`config.mk`:
```
export PLATFORM = sky130hd
export DESIGN_NAME = alu_arbiter_flat
export DESIGN_NICKNAME = d
export VERILOG_FILES = /design/src/rtl/alu_pkg.sv /design/src/rtl/alu_arbiter_if.sv /design/src/rtl/rr_arbiter.sv /design/src/rtl/alu_arbiter.sv /design/src/flat_wrapper.sv
export SDC_FILE = /design/constraint.sdc
export NUM_CORES = 1
export LEC_CHECK = 0
export ABC_AREA = 1
export ABC_CLOCK_PERIOD_IN_PS = 8300
export CAP_MARGIN = 10
export CORE_MARGIN = 8
export CORE_UTILIZATION = 43
export DETAILED_ROUTE_END_ITERATION = 8
export PLACE_DENSITY = 0.87
export RECOVER_POWER = 50
export SYNTH_ARGS = -nofsm -noshare
export SYNTH_HDL_FRONTEND = slang
export SYNTH_SLANG_ARGS = --single-unit
```
`constraint.sdc`:
```
create_clock -name CLK -period 8.3 [get_ports CLK]
set_input_delay 2.075 -clock CLK [delete_from_list [all_inputs] [get_ports CLK]]
set_output_delay 2.075 -clock CLK [all_outputs]
set_load 0.01 [all_outputs]
```
`src/rtl/alu_pkg.sv`:
```
// Shared types and constants for the ALU arbiter slice: widths, op encodings,
// the sequencing FSM states and the watchdog counter sizing helper.
package alu_pkg;

    localparam int ALU_W = 32;
    localparam int SEL_W = 3;
    localparam logic [SEL_W-1:0] SEL_MOD = 3'b111;

    typedef enum logic [1:0] {
        IDLE,
        EXEC,
        WAIT_DONE,
        RESP
    } state_t;

    // Bits needed to count up to 'cycles' inclusive.
    function automatic int timeout_cnt_w(input int cycles);
        return (cycles < 2) ? 1 : $clog2(cycles + 1);
    endfunction

endpackage

```
`src/rtl/alu_arbiter_if.sv`:
```
// Requester-side bus of the ALU arbiter: request handshake, packed operands
// and the one-hot response pulse with its result and error flag.
interface alu_arbiter_if
    import alu_pkg::*;
#(
    parameter int N_REQ = 2,
    parameter int W     = 32
);

    logic [N_REQ-1:0]       req_valid;
    logic [N_REQ-1:0]       req_ready;
    logic [N_REQ*W-1:0]     req_a;
    logic [N_REQ*W-1:0]     req_b;
    logic [N_REQ*SEL_W-1:0] req_sel;
    logic [N_REQ-1:0]       rsp_valid;
    logic [W-1:0]           rsp_result;
    logic                   rsp_err;

    modport master (
        output req_valid, req_a, req_b, req_sel,
        input  req_ready, rsp_valid, rsp_result, rsp_err
    );

    modport slave (
        input  req_valid, req_a, req_b, req_sel,
        output req_ready, rsp_valid, rsp_result, rsp_err
    );

endinterface

```
`src/rtl/rr_arbiter.sv`:
```
// Combinational round-robin picker: first set request after last_grant, with
// wrap-around. Returns a one-hot grant and the matching index.
module rr_arbiter #(
    parameter  int N     = 2,
    localparam int IDX_W = $clog2(N)
) (
    input  logic [N-1:0]     req,
    input  logic [IDX_W-1:0] last_grant,
    output logic [N-1:0]     grant,
    output logic [IDX_W-1:0] idx
);

    always_comb begin
        int cand;
        // NOTE: every output gets a default before the loop, so no path leaves
        // a value unassigned and no latch is inferred.
        grant = '0;
        idx   = '0;
        cand  = 0;
        // Scan farthest-to-nearest so the nearest requester after last_grant wins.
        for (int k = N; k >= 1; k--) begin
            cand = (int'(last_grant) + k) % N;
            if (req[IDX_W'(cand)]) begin
                grant                 = '0;
                grant[IDX_W'(cand)]   = 1'b1;
                idx                   = IDX_W'(cand);
            end
        end
    end

endmodule

```
`src/rtl/alu_arbiter.sv`:
```
// Shares one multi-cycle ALU between N_REQ requesters with round-robin grant.
// Optional WAIT_DONE watchdog enabled by defining ALU_ARB_TIMEOUT_EN.
module alu_arbiter
    import alu_pkg::*;
#(
    parameter int N_REQ          = 2,
    parameter int W              = ALU_W,
    parameter int TIMEOUT_CYCLES = 1024
) (
    input  logic             CLK,
    input  logic             reset,
    alu_arbiter_if.slave     bus,
    output logic [W-1:0]     alu_a,
    output logic [W-1:0]     alu_b,
    output logic [SEL_W-1:0] alu_sel,
    output logic             alu_reset,
    input  logic [W-1:0]     alu_result,
    input  logic             alu_done
);

    localparam int IDX_W = $clog2(N_REQ);

    state_t             state_q, state_d;
    logic [W-1:0]       a_q, b_q, result_q;
    logic [SEL_W-1:0]   sel_q;
    logic [IDX_W-1:0]   g_q, last_q, grant_idx;
    logic [N_REQ-1:0]   grant;
    logic               first_q;
    logic               accept, capture, done_ok, timeout;

    logic [W-1:0]       req_a_arr   [N_REQ];
    logic [W-1:0]       req_b_arr   [N_REQ];
    logic [SEL_W-1:0]   req_sel_arr [N_REQ];

    for (genvar i = 0; i < N_REQ; i++) begin : g_unpack
        assign req_a_arr[i]   = bus.req_a[i*W +: W];
        assign req_b_arr[i]   = bus.req_b[i*W +: W];
        assign req_sel_arr[i] = bus.req_sel[i*SEL_W +: SEL_W];
    end

    rr_arbiter #(.N(N_REQ)) u_rr (
        .req        (bus.req_valid),
        .last_grant (last_q),
        .grant      (grant),
        .idx        (grant_idx)
    );

    // The ALU clears done only while alu_reset is high, so the first WAIT_DONE cycle may see a stale done.
    assign done_ok = (state_q == WAIT_DONE) && !first_q && alu_done;

`ifdef ALU_ARB_TIMEOUT_EN
    localparam int CNT_W = timeout_cnt_w(TIMEOUT_CYCLES);
    logic [CNT_W-1:0] wait_cnt_q;
    logic             err_q;

    always_ff @(posedge CLK or posedge reset) begin
        if (reset) begin
            wait_cnt_q <= '0;
            err_q      <= 1'b0;
        end else begin
            wait_cnt_q <= (state_q == WAIT_DONE) ? wait_cnt_q + 1'b1 : '0;
            if (capture)      err_q <= 1'b0;
            else if (timeout) err_q <= 1'b1;
        end
    end

    assign timeout     = (state_q == WAIT_DONE) && !done_ok &&
                         (wait_cnt_q == CNT_W'(TIMEOUT_CYCLES - 1));
    assign bus.rsp_err = err_q;
`else
    assign timeout     = 1'b0;
    assign bus.rsp_err = 1'b0;
`endif

    always_comb begin
        state_d = state_q;
        accept  = 1'b0;
        capture = 1'b0;
        case (state_q)
            IDLE: begin
                if (|bus.req_valid) begin
                    accept  = 1'b1;
                    state_d = EXEC;
                end
            end
            EXEC: begin
                if (sel_q == SEL_MOD) begin
                    state_d = WAIT_DONE;
                end else begin
                    capture = 1'b1;
                    state_d = RESP;
                end
            end
            WAIT_DONE: begin
                if (done_ok) begin
                    capture = 1'b1;
                    state_d = RESP;
                end else if (timeout) begin
                    state_d = RESP;
                end
            end
            RESP:    state_d = IDLE;
            default: state_d = IDLE;
        endcase
    end

    // NOTE: clocked state uses non-blocking assignments so every register
    // samples pre-edge values regardless of statement order.
    always_ff @(posedge CLK or posedge reset) begin
        if (reset) begin
            state_q  <= IDLE;
            a_q      <= '0;
            b_q      <= '0;
            sel_q    <= '0;
            g_q      <= '0;
            last_q   <= IDX_W'(N_REQ - 1);
            first_q  <= 1'b0;
            result_q <= '0;
        end else begin
            state_q <= state_d;
            first_q <= (state_d == WAIT_DONE) && (state_q != WAIT_DONE);
            if (accept) begin
                a_q   <= req_a_arr[grant_idx];
                b_q   <= req_b_arr[grant_idx];
                sel_q <= req_sel_arr[grant_idx];
                g_q   <= grant_idx;
            end
            if (capture)      result_q <= alu_result;
            else if (timeout) result_q <= '0;
            if (state_q == RESP) last_q <= g_q;
        end
    end

    assign bus.req_ready  = (state_q == IDLE && !reset) ? grant : '0;
    assign bus.rsp_valid  = (state_q == RESP) ? (N_REQ'(1) << g_q) : '0;
    assign bus.rsp_result = result_q;

    assign alu_a     = a_q;
    assign alu_b     = b_q;
    assign alu_sel   = sel_q;
    assign alu_reset = (state_q != WAIT_DONE);

endmodule

```
`src/flat_wrapper.sv`:
```
// flat-port wrapper written by rule: the top's interface ports become plain ports
module alu_arbiter_flat import alu_pkg::*;
#(
    parameter int N_REQ          = 2,
    parameter int W              = ALU_W,
    parameter int TIMEOUT_CYCLES = 1024
)
  (CLK, reset, alu_a, alu_b, alu_sel, alu_reset, alu_result, alu_done, bus_req_valid, bus_req_a, bus_req_b, bus_req_sel, bus_req_ready, bus_rsp_valid, bus_rsp_result, bus_rsp_err);
  alu_arbiter_if #(.N_REQ(N_REQ), .W(W)) bus_i ();
  input  logic CLK;
  input  logic reset;
  output logic [W-1:0] alu_a;
  output logic [W-1:0] alu_b;
  output logic [SEL_W-1:0] alu_sel;
  output logic alu_reset;
  input  logic [W-1:0] alu_result;
  input  logic alu_done;
  input wire logic [$bits(bus_i.req_valid)-1:0] bus_req_valid;
  input wire logic [$bits(bus_i.req_a)-1:0] bus_req_a;
  input wire logic [$bits(bus_i.req_b)-1:0] bus_req_b;
  input wire logic [$bits(bus_i.req_sel)-1:0] bus_req_sel;
  output wire logic [$bits(bus_i.req_ready)-1:0] bus_req_ready;
  output wire logic [$bits(bus_i.rsp_valid)-1:0] bus_rsp_valid;
  output wire logic [$bits(bus_i.rsp_result)-1:0] bus_rsp_result;
  output wire logic [$bits(bus_i.rsp_err)-1:0] bus_rsp_err;
  assign bus_i.req_valid = bus_req_valid;
  assign bus_i.req_a = bus_req_a;
  assign bus_i.req_b = bus_req_b;
  assign bus_i.req_sel = bus_req_sel;
  assign bus_req_ready = bus_i.req_ready;
  assign bus_rsp_valid = bus_i.rsp_valid;
  assign bus_rsp_result = bus_i.rsp_result;
  assign bus_rsp_err = bus_i.rsp_err;
  alu_arbiter #(.N_REQ(N_REQ), .W(W), .TIMEOUT_CYCLES(TIMEOUT_CYCLES)) u_core (.CLK(CLK), .reset(reset), .bus(bus_i), .alu_a(alu_a), .alu_b(alu_b), .alu_sel(alu_sel), .alu_reset(alu_reset), .alu_result(alu_result), .alu_done(alu_done));
endmodule
```
; Word level (Yosys, flattened, before mapping)
; Index checks and enable logic that the tools add are counted.
[word_totals]
inputBits = 171
reg_bits = 104
out_inout_bits = 105
[op_classes]
shifts = 1
eq_ne = 6
order_cmp = 5
reduce_logical = 10
bitwise_logic = 1
n_addsub = 2
mux = 32
[op_table]
columns = cell, count
row1 = $mux W32, 6
row2 = $mux W1, 13
row3 = $mux W2, 6
row4 = $mux W3, 3
row5 = $pmux W2 S4, 1
row6 = $eq A2 B2 Y1 const B, 3
row7 = $logic_and A1 B1 Y1, 6
row8 = $lt A1 B3 Y1 const B, 2
row9 = $eq A3 B3 Y1 const B, 1
row10 = $add A1 B1 Y1 const B, 2
row11 = $demux W1 S1, 2
row12 = $eq A2 B1 Y1 const B, 1
row13 = $ge A1 B1 Y1 const B, 2
row14 = $ge A2 B2 Y1 const B, 1
row15 = $logic_not A1 Y1, 2
row16 = $logic_not A2 Y1, 1
row17 = $ne A2 B2 Y1 const B, 1
row18 = $not A1 Y2, 1
row19 = $pmux W1 S2, 1
row20 = $reduce_or A2 Y1, 1
row21 = $shl A1 B1 Y2 const A, 1

; Depth between registers and ports, before layout
[logic_depth]
word_depth = 10
ltp_mapped = 8
mapped_depth_nobuf = 7

; Cells and area by module
; A second synthesis with hierarchy kept.
[hier_totals]
hier_cells = 551
hier_area_um2 = 4860.9
[by_module_without_submodules]
columns = mod, seq_area_each_um2, area_each_um2, n_inst, cells_per_inst
row1 = alu_arbiter, 2603.7, 4832.1, 1, 545
row2 = rr_arbiter, 0.0, 28.8, 1, 6

; Worst setup path before layout
; No wires, ideal clock.
[synth_timing]
path_type = input port to output port
startpoint = input reset
endpoint = output bus_req_ready[0]
stages = 1
arrival_ns = 2.376
setup_slack_ns = 3.849
required_time_ns = 6.225
path_cell_list = nor3_1
[synth_between]
elab_chain_len = 3
[synth_rtl]
columns = element, line_no
row1 = "start, declared", flat_wrapper.sv:11  ; input logic reset;
row2 = $logic_not A1 Y1 (no source line), n/a
row3 = $logic_and A1 B1 Y1, alu_arbiter.sv:134  ; assign bus.req_ready = (state_q == IDLE && !reset) ? grant : '0;
row4 = $mux W2, alu_arbiter.sv:134
row5 = "end, declared", flat_wrapper.sv:22  ; output wire logic [$bits(bus_i.req_ready)-1:0] bus_req_ready;
; No other way between the ends.

; Worst setup path in the final report
[layout_timing]
startpoint = input bus_req_valid[0]
endpoint = output bus_req_ready[0]
[layout_between]
elab_chain_len = 5
[layout_rtl]
columns = element, line_no
row1 = "start, declared", flat_wrapper.sv:18  ; input wire logic [$bits(bus_i.req_valid)-1:0] bus_req_valid;
row2 = $mux W1 (not written as such) (2 in series), rr_arbiter.sv:23  ; if (req[IDX_W'(cand)]) begin
row3 = $mux W2, rr_arbiter.sv:23
row4 = $mux W2 *, rr_arbiter.sv:23
row5 = $mux W2 *, alu_arbiter.sv:134
; Every way passes the cells marked *; elsewhere a longest branch is shown, timed or not. The select of a mux whose other input is x is not followed.

==> summary.md <==
| Metric | Value |
|---|---|
| DRT Pass-1 Iters | `5` |
| Yosys top cell area share | `0.502` |
| Synthesis Warnings | `0` |
| Hold-critical path depth | `2` |
| Antenna cells | `0` |
| Reg2reg start | `u_core.state_q[0]$_DFF_PP0_` |
| Post-Syn Area per Cell | `approximately 8.4 sq um` |
| Finished Layout Cells | `~1,000` |
| Initial core utilization | `0.435` |
| Run status | `complete, but fails checks` |
| FP Rows | `40` |
| CTS tree | `yes` |
| Io pins | `between 200 and 300` |
| Worst-Skew Late Latency | `0.34 ns` |
| RR Endpoint | `u_core.alu_sel[2]$_DFFE_PP0P_` |
| Setup Viol. Count Final | `0` |
| Worst Max-Slew Pin Slew | `3.21 ns` |
| Element type at the critical path end | `primary output` |
| Post-CTS setup buffer count | `0` |
| Min Tclk post-route | `5.82 ns` |
| Post-DRT Antenna Nets | `0` |
| Post-route DRC violation count | `0` |
| Util after Layout | `0.693` |
| GRT overflow | `0` |
| Cell taking the most area after synthesis | `dfrtp_1` |
| Area contributors post-synth | `dfrtp_1 50%, nand2_1 20%, o211ai_2 9.7%` |
| Worst slew margin | `-1.14` |
| Worst vdd ir | `approximately 0.23 mV` |
| Fmax achieved | `172 MHz` |
| Sum Neg Setup Slack | `0 ns` |
| Worst-path clk slew | `roughly 0.070 ns` |
| Failing checks | `capacitance limit, slew limit` |
| Reg2Reg Depth | `7` |
| Vias in the first global route | `around 5,000` |
| Met3 usage | `0.0850` |
| Max cap viols | `2` |
| Setup Skew | `between 0.007 and 0.008 ns` |
| Cells after Synth | `about 600` |
| Busiest layer in global routing | `met2` |
| Min-delay src | `u_core.bus.rsp_result[6]$_DFFE_PP0P_` |
| Starting DRT DRC Count | `377` |
| H-tree levels | `3` |
| Pwr/cell area | `approximately 340 nW/um^2` |
| Yosys reg bits | `around 100` |
| Fin. max-slew vios | `around 120` |
| Die area | `15,700 sq um` |
| Post-route clock period utilization | `0.701` |
| Die X-Extent | `~130 microns` |
| GR Util All Layers | `0.214` |
| Clk buf depth | `2` |
| Post-DP HPWL | `approximately 12 mm` |
| Hold slack final | `~0.47 ns` |
| Layout Nets | `1,035` |
| Num CTS Buffers | `9` |
| Port bufs | `between 200 and 300` |
| CP Launch Type | `input port` |
| Data arrival time of the critical path | `approximately 3.8 ns` |
| DR WL/cell | `16.5 microns` |
| Root buffer cell | `clkbuf_16` |
| GP Congestion | `~0.8` |
| Leak | `about 4.2 nW` |
| Final hold violation count | `0` |
| RSZ-0062 raised after global routing | `no` |
| Final wirelength | `roughly 17 mm` |
| Tightest Hold Check Type | `reg -> reg` |
| Layout cells sized above 1 | `0.0728` |
| Post-CTS Resized | `0` |
| Initial antenna violation count | `0` |
| Placed Instances | `996` |
| Placeable Area | `11,800 sq um` |
| Layout overhead on the synthesized area | `59.4%` |
| Worst Path Max Fanout | `5` |
| Via density | `4.79` |
| GR Util met2 | `0.365` |
| Synth Cell Area | `between 5000 and 6000 sq um` |
| Hold_buf cts | `0` |
| Clk sinks | `between 100 and 150` |
| Seq/Total Area, Yosys | `0.507` |
| Largest net degree at the start of global routing | `between 90 and 100` |
| Crit path required time | `6.23 ns` |
| First-pass GRT wire length | `about 27 mm` |
| Crit path kind | `in -> out` |
| Synth unique cells | `22` |
| Fill cell count | `between 900 and 1,000` |
| Reg2Reg Setup Slack | `about 4.7 ns` |
| Routed via count | `just under 5,000` |
| Grt met1 use | `0.240` |
| Die height | `125 microns` |
| Worst Hold Path EP | `u_core.bus.rsp_result[6]$_DFFE_PP0P_` |
[cells in the mapped netlist]
library cell	number
a21oi_1	3
buf_1	1
buf_2	11
buf_4	3
buf_6	6
clkbuf_1	19
conb_1	1
dfrtp_1	103
dfstp_2	1
ha_1	4
inv_1	75
inv_2	1
nand2_1	272
nand2_4	1
nand3_1	36
nor2_1	3
nor3_1	1
o211ai_1	26
o211ai_2	40
o21ai_0	1
o21ai_1	2
o21ai_4	1
[critical path: stages]
cell             delay (ns)
dlygate4sd3_1          0.71
nand2_1                0.08
nor3_1                 0.26
clkdlybuf4s50_1        0.61
[area by class of cell]
cell class / instances / area, sq um / share of cell area
Clock buffer: 11 / 243 / 0.0297
Clock inverter: 5 / 80.1 / 0.00978
Inverter: 76 / 287 / 0.0350
Multi-Input combinational cell: 392 / 2030 / 0.248
Sequential cell: 104 / 2600 / 0.318
Tap cell: 147 / 184 / 0.0225
Timing Repair Buffer: 277 / 2760 / 0.337
[through the flow]
stage / setup WS, ns / instance area [sq um] / power [mW]
finish: 2.48 / 8180 / 2.74
CTS: 2.55 / 8190 / 2.87
detailed placement: 2.57 / 7870 / 2.40
global route: 2.42 / 8180 / 2.96
floorplan: 3.49 / 5140 / 1.66
global placement: 2.53 / 7870 / 2.36
[per-layer routing]
metal,vias up,share of wire
li1,2413,-
met3,23,0.089
met5,-,0
met4,0,0.021
met2,178,0.51
met1,2232,0.38
[placed cells by master (no fill, tap or decap)]
master	n
o21ai_4	1
o211ai_1	26
o21ai_0	1
clkinv_2	1
o21ai_1	2
clkinvlp_2	1
clkbuf_8	1
clkbuf_16	9
a21oi_1	3
inv_1	74
ha_1	4
nand2_4	1
clkinvlp_4	2
conb_1	2
inv_2	1
clkdlybuf4s50_1	172
nand2_1	272
nor2_1	3
o211ai_2	40
dfrtp_1	103
nand3_1	36
clkbuf_1	2
buf_4	3
bufinv_16	2
nor3_1	1
dfstp_2	1
dlygate4sd3_1	101
[state kept, by name (all words and copies together), names as in the netlist]
| signal | flops |
|---|---|
| u_core.state_q | 2 |
| u_core.first_q | 1 |
| u_core.bus.rsp_result | 32 |
| u_core.alu_sel | 3 |
| u_core.alu_b | 32 |
| u_core.g_q | 1 |
| u_core.last_q | 1 |
| u_core.alu_a | 32 |
[report_power, final]
group | total [mW] | leakage, nW | switching, mW | internal [mW]
clock network | 0.458 | 0.152 | 0.186 | 0.272
logic | 1.40 | 2.73 | 0.776 | 0.621
registers | 0.888 | 1.27 | 0.122 | 0.766
total | 2.74 | 4.15 | 1.08 | 1.66
[how the worst max path moves through the flow]
stage	endpoint	depth (start not counted)	slack [ns]	from
3_3_place_gp	bus_req_ready[0]	4	2.53	bus_req_valid[0]
3_5_place_dp	bus_req_ready[0]	4	2.57	bus_req_valid[0]
2_1_floorplan	u_core.alu_a[0]$_DFFE_PP0P_	1	3.49	reset
5_1_grt	bus_req_ready[0]	4	2.42	bus_req_valid[0]
6_report	bus_req_ready[0]	4	2.48	bus_req_valid[0]
4_1_cts	bus_req_ready[0]	4	2.55	bus_req_valid[0]
[logic make-up after synthesis]
logic type,after synthesis,share of synthesized area
AOI/OAI and AO/OA,73,0.145
adders and majority gates,4,0.00975
buffers and inverters,116,0.0985
DFF,104,0.507
other,1,0.000730
and+or+nand+nor,313,0.239
No activity file was read; power rests on OpenSTA's default activity.
